### src/rtl/float_rounding.sv
//==============================================================================
// Module   : float_rounding
// Purpose  : Sequential round-to-nearest-even stage of the single-precision
//            floating-point adder. Captures a normalized mantissa (hidden bit
//            included), its biased exponent and the round/sticky bits. It then
//            rounds, renormalizes on carry-out and presents the result with a
//            valid flag two clock edges after capture.
// Ports    : clk        - sole clock, rising edge
//            rst_n      - asynchronous active-low reset
//            inValid    - operand strobe (honoured in IDLE and DONE only)
//            normMant   - normalized mantissa, bit MANT_W-1 is the hidden bit
//            currExp    - biased exponent of normMant
//            shiftRound - round (guard) bit, weight 1/2 LSB
//            sticky     - OR of all bits below the round bit
//            roundMant  - rounded mantissa, hidden bit included
//            roundExp   - rounded exponent
//            valid      - roundMant/roundExp are final
// Options  : FLOAT_ROUNDING_SAT_EN - when defined, exponent overflow saturates
//            to the largest finite value instead of producing +Inf.
// Revision : 1.0 - initial release
//==============================================================================
`default_nettype none

module float_rounding #(
  parameter int MANT_W = 24,
  parameter int EXP_W  = 8
) (
  input  logic              clk,
  input  logic              rst_n,
  input  logic              inValid,
  input  logic [MANT_W-1:0] normMant,
  input  logic [EXP_W-1:0]  currExp,
  input  logic              shiftRound,
  input  logic              sticky,
  output logic [MANT_W-1:0] roundMant,
  output logic [EXP_W-1:0]  roundExp,
  output logic              valid
);

  typedef enum logic [1:0] {
    IDLE  = 2'd0,
    ROUND = 2'd1,
    NORM  = 2'd2,
    DONE  = 2'd3
  } state_t;

  localparam logic [EXP_W-1:0]  C_EXP_ONES  = {EXP_W{1'b1}};
  localparam logic [EXP_W-1:0]  C_EXP_ONE   = {{(EXP_W-1){1'b0}}, 1'b1};
  localparam logic [MANT_W-1:0] C_MANT_ONES = {MANT_W{1'b1}};
  // Add/sub unit control: this stage only ever uses it in add mode.
  localparam logic              C_SUB_MODE  = 1'b0;

  state_t state_q, state_d;

  logic [MANT_W-1:0] mant_q, mant_d;
  logic [EXP_W-1:0]  exp_q, exp_d;
  logic              rnd_q, rnd_d;
  logic              stk_q, stk_d;
  logic [MANT_W:0]   sum_q, sum_d;
  logic [MANT_W-1:0] roundMant_q, roundMant_d;
  logic [EXP_W-1:0]  roundExp_q, roundExp_d;
  logic              valid_q, valid_d;

  // Special operand classification on the captured values.
  logic w_is_inf_nan;
  logic w_is_zero;
  logic w_inc;
  logic [MANT_W:0] w_addend;
  logic [EXP_W-1:0] w_exp_inc;

  assign w_is_inf_nan = (exp_q == C_EXP_ONES);
  assign w_is_zero    = (mant_q == '0);

  // Round-to-nearest-even: increment when above half, or exactly half on an
  // odd mantissa. Special operands never increment.
  assign w_inc = rnd_q & (stk_q | mant_q[0]) & ~w_is_inf_nan & ~w_is_zero;

  // Operand B of the add/sub unit; in add mode it is the plain increment.
  assign w_addend  = {{MANT_W{1'b0}}, w_inc} ^ {(MANT_W+1){C_SUB_MODE}};
  // exp_q is never all-ones on the carry path, so this cannot wrap.
  assign w_exp_inc = exp_q + C_EXP_ONE;

  always_comb begin
    state_d     = state_q;
    mant_d      = mant_q;
    exp_d       = exp_q;
    rnd_d       = rnd_q;
    stk_d       = stk_q;
    sum_d       = sum_q;
    roundMant_d = roundMant_q;
    roundExp_d  = roundExp_q;
    valid_d     = valid_q;

    unique case (state_q)
      IDLE, DONE: begin
        if (inValid) begin
          mant_d  = normMant;
          exp_d   = currExp;
          rnd_d   = shiftRound;
          stk_d   = sticky;
          valid_d = 1'b0;
          state_d = ROUND;
        end
      end

      ROUND: begin
        sum_d   = {1'b0, mant_q} + w_addend + {{MANT_W{1'b0}}, C_SUB_MODE};
        state_d = NORM;
      end

      NORM: begin
        if (w_is_inf_nan) begin
          // Inf/NaN pass through untouched (checked first so an all-ones
          // exponent with zero mantissa stays +Inf rather than becoming 0).
          roundMant_d = mant_q;
          roundExp_d  = exp_q;
        end else if (w_is_zero) begin
          roundMant_d = '0;
          roundExp_d  = '0;
        end else if (sum_q[MANT_W]) begin
          // Carry out of the mantissa: shift right one and bump exponent.
          if (w_exp_inc == C_EXP_ONES) begin
`ifdef FLOAT_ROUNDING_SAT_EN
            roundMant_d = C_MANT_ONES;
            roundExp_d  = C_EXP_ONES - C_EXP_ONE;
`else
            roundMant_d = '0;
            roundExp_d  = C_EXP_ONES;
`endif
          end else begin
            roundMant_d = sum_q[MANT_W:1];
            roundExp_d  = w_exp_inc;
          end
        end else begin
          roundMant_d = sum_q[MANT_W-1:0];
          roundExp_d  = exp_q;
        end
        valid_d = 1'b1;
        state_d = DONE;
      end

      default: state_d = IDLE;
    endcase
  end

  always_ff @(posedge clk or negedge rst_n) begin
    if (!rst_n) begin
      state_q     <= IDLE;
      mant_q      <= '0;
      exp_q       <= '0;
      rnd_q       <= 1'b0;
      stk_q       <= 1'b0;
      sum_q       <= '0;
      roundMant_q <= '0;
      roundExp_q  <= '0;
      valid_q     <= 1'b0;
    end else begin
      state_q     <= state_d;
      mant_q      <= mant_d;
      exp_q       <= exp_d;
      rnd_q       <= rnd_d;
      stk_q       <= stk_d;
      sum_q       <= sum_d;
      roundMant_q <= roundMant_d;
      roundExp_q  <= roundExp_d;
      valid_q     <= valid_d;
    end
  end

  assign roundMant = roundMant_q;
  assign roundExp  = roundExp_q;
  assign valid     = valid_q;

endmodule

`default_nettype wire

### config.mk
export PLATFORM = sky130hd
export DESIGN_NAME = float_rounding
export DESIGN_NICKNAME = d
export VERILOG_FILES = /design/src/rtl/float_rounding.sv
export SDC_FILE = /design/constraint.sdc
export NUM_CORES = 1
export LEC_CHECK = 0
export CORE_AREA = 2 2 104 106
export DETAILED_ROUTE_END_ITERATION = 7
export DIE_AREA = 0 0 106 108
export PLACE_DENSITY_LB_ADDON = 0.2
export SKIP_CTS_REPAIR_TIMING = 1
export SYNTH_ARGS = -nofsm -noshare
export SYNTH_HDL_FRONTEND = slang
export SYNTH_SLANG_ARGS = --single-unit
### constraint.sdc
create_clock -name clk -period 5.1 [get_ports clk]
set_clock_uncertainty 0.1 [all_clocks]
set_input_delay 0.765 -clock clk [delete_from_list [all_inputs] [get_ports clk]]
set_output_delay 0.765 -clock clk [all_outputs]
set_load 0.02 [all_outputs]
==> key figures <==
Outcome
  – Outcome: complete, no violations

Critical path
  – Critical path startpoint category: flop
  – Worst path required time: 5.23 ns
  – CP peak stage delay: 0.46 ns
  – Crit end category: flop
  – Cell breakdown of the critical path: ha_1, nand3_2, nor2_4, nor3_1, ha_1, ha_1, and2_0, nand3_1, xor2_1, a21oi_1
  – Crit path DAT: 3.15 ns
  – Slowest cell on the critical path: dfrtp_1
  – Critical Path Fanout Max: 18
  – Most used cell, CP: ha_1
  – Critical path class: flop to flop

Synthesis
  – Synth Area in Simple Gates: 0.157
  – Sequential area share after synthesis: 0.469
  – Compound-Gate Fraction of Synth Area: 0.141
  – Main combinational cell family by area after synthesis: simple AND/OR/NAND/NOR gates
  – Post-synthesis mux area share: 0.127
  – Syn Nets: 501
  – Yosys reg bits: 94
  – Synth Instances: 457
  – Area share of the largest cell type after synthesis: 0.469
  – Largest cells by area after synthesis: dfrtp_1 47%, mux2_2 8.1%, mux2i_1 4.6%
  – Synth Flop Type: dfrtp_1
  – Leading area contributor after synthesis: dfrtp_1
  – Asr flop ratio synth: 1.00
  – Yosys cell types: 54
  – Avg Inst Size Synth: 11.0 um^2
  – Post-synth EDFFs: 0
  – Ys Warns: 0
  – Synthesized cell area: 5020 um^2
  – Adder-Cell Fraction of Synth Area: 0.0175
  – Synth Area in XOR/XNOR: 0.0489

Cells and area
  – Commonest non-fill, non-tap cell in the layout: dfrtp_1
  – ANT cells: 0
  – Nets: 556
  – Layout cells sized above 1: 0.184
  – Fill cell count: 889
  – Commonest cells after routing, fill and taps aside: 94 x dfrtp_1, 68 x clkdlybuf4s50_1, 43 x a21oi_1
  – Final instance area: 5930 um^2
  – Area grow syn2layout: 18.2%

GRT
  – GR peak layer: met2
  – Grt ovf: 0
  – Vias in the first global route: 3872
  – Met2 Usage GRT: 0.360
  – Met3 Use GR: 0.0398
  – Total GRT Usage: 0.216
  – Met1 usage: 0.294
  – Largest net degree at the start of global routing: 53
  – Initial antenna violation count: 0
  – Global-route wire length before repair: 19600 um

Pwr
  – Power density cells: 625 nW/um^2
  – Worst VDD drop: 328 uV
  – LEAKAGE: 0.00232 uW

Die
  – Starting Density: 0.490
  – Die area: 11400 um^2
  – I/O pin count: 70
  – Core area: 10200 um^2
  – Die Y: 108 um
  – Die width: 106 um
  – Num rows: 37

Timing
  – FMAX: 0.331 GHz
  – Setup WS post-layout: 2.08 ns
  – Relative slew margins: 0.215
  – Final-report hold violation count: 0
  – RSZ-0062 raised after global routing: no
  – Slew @ Worst Pin: 1.18 ns
  – Fin crit share: 0.592
  – TNS Setup: 0 ns
  – Fin crit period: 3.02 ns
  – Hold_ws: 0.281 ns
  – Setup Viol. Count Final: 0
  – Slew Viols, Final: 0

Job
  – MaxCap Viol Count: 0

Clock network
  – Clock Pin Slew Worst Setup and Hold Paths: 0.09 ns
  – CTS tree: yes
  – CTS Buffer Depth: 2
  – # H-tree levels: 3
  – Worst skew pair latency: 0.36 ns
  – Num CTS Buffers: 9
  – Root buffer cell: clkbuf_8
  – Clk sinks: 94

Place
  – DP HPWL: 7880 um
  – Gp weighted congestion: 0.867
  – Pre-CTS setup slack: 2.11 ns
  – Port Buffer Count: 69
  – Placed Area: 5750 um^2

Route
  – Drt drc: 0
  – 1st-iter DRT viols: 127
  – Drt via density: 5.66
  – TritonRoute pass-1 iters: 4
  – Routed wire per std cell: 17.6 um
  – Vias: 3697
  – Drt total wl: 11500 um
  – Antenna-violating nets left: 0

Worst hold path
  – Worst hold path type: primary input to asynchronous set/reset pin
[kinds of logic (layout without fill, tap and decap cells)]
family | after synthesis | in the layout
and+or+nand+nor | 133 | 133
AOI/OAI and AO/OA | 99 | 99
DFF | 94 | 94
muxes | 59 | 59
buffers and inverters | 37 | 97
xor gates and xnor gates | 28 | 28
adders and majority gates | 7 | 7
[worst paths after layout]
| kind | from | end | depth (start not counted) | slack (ns) |
|---|---|---|---|---|
| worst max-delay path | exp_q[0] | sum_q[8] | 10 | 2.08 |
| worst min-delay path | rst_n | mant_q[20] | 1 | 0.28 |
| worst max register to register | exp_q[0] | sum_q[8] | 10 | 2.08 |
| worst min register to register | roundExp[5] | roundExp[5] | 1 | 0.39 |
| max in group asynchronous | rst_n | roundMant[3] | 2 | 3.56 |
| min in group clk | roundExp[5] | roundExp[5] | 1 | 0.39 |
[Yosys cell counts (2+ instances only)]
cell type  instances
a21oi_1           43
a2bb2oi_1          8
a311oi_1           2
a31oi_1            2
and2_1             3
and3_1            24
and4_1             4
buf_2              5
buf_6              7
clkbuf_1          18
dfrtp_1           94
ha_1               7
inv_1              4
mux2_2            36
mux2i_1           23
nand2_1           22
nand2b_1           2
nand3_1           16
nand3_2            2
nand4_1            7
nand4_2            2
nor2_1            28
nor3_1             4
nor3_2             2
nor4_1             2
nor4_2             5
o211ai_1           2
o21a_1             3
o21ai_0            6
o21ai_2           20
o2bb2ai_1          5
xnor2_1            9
xor2_1            19
[through the flow]
step                std cells   util  total power, uW
floorplan                 457      -             2680
global placement          637  0.562             3190
detailed placement        637  0.562             3250
CTS                       653  0.580             3730
global route              653  0.580             3990
finish                    653  0.580             3700
[power breakdown]
| group | internal [uW] | total (uW) | switching [uW] |
|---|---|---|---|
| sequential | 1120 | 1560 | 438 |
| clock | 228 | 481 | 253 |
| combinational | 817 | 1660 | 844 |
| total | 2170 | 3700 | 1540 |
[per-layer routing]
layer  routed length [um]  part of all wire  vias up
met4                  142             0.012        0
li1                     -                 -     1770
met1                 5280              0.46     1847
met3                  387             0.034       14
met5                    0                 0        -
met2                 5680              0.49       66
[critical path, delay by kind of cell (launching register included)]
kind            cells  cell delay, ns
simple gates        5            1.18
fa+ha+maj           3            0.87
flops               1            0.46
xor+xnor            1            0.18
compound gates      1            0.09
[sequential cells by signal (all words and copies together) (netlist names)]
name and count:
roundExp 8, mant_q 24, state_q 2, rnd_q 1, valid 1, sum_q 25, exp_q 8, roundMant 24
stk_q 1
[final cells by class]
cell class / instances / area [um^2] / area share
Tap cell: 136 / 170 / 0.0287
Clock inverter: 3 / 45.0 / 0.00760
Multi-Input combinational cell: 326 / 2460 / 0.415
Sequential cell: 94 / 2350 / 0.397
Timing Repair Buffer: 76 / 741 / 0.125
Inverter: 5 / 18.8 / 0.00317
Clock buffer: 13 / 139 / 0.0234
No activity file was read; power rests on OpenSTA's default activity.
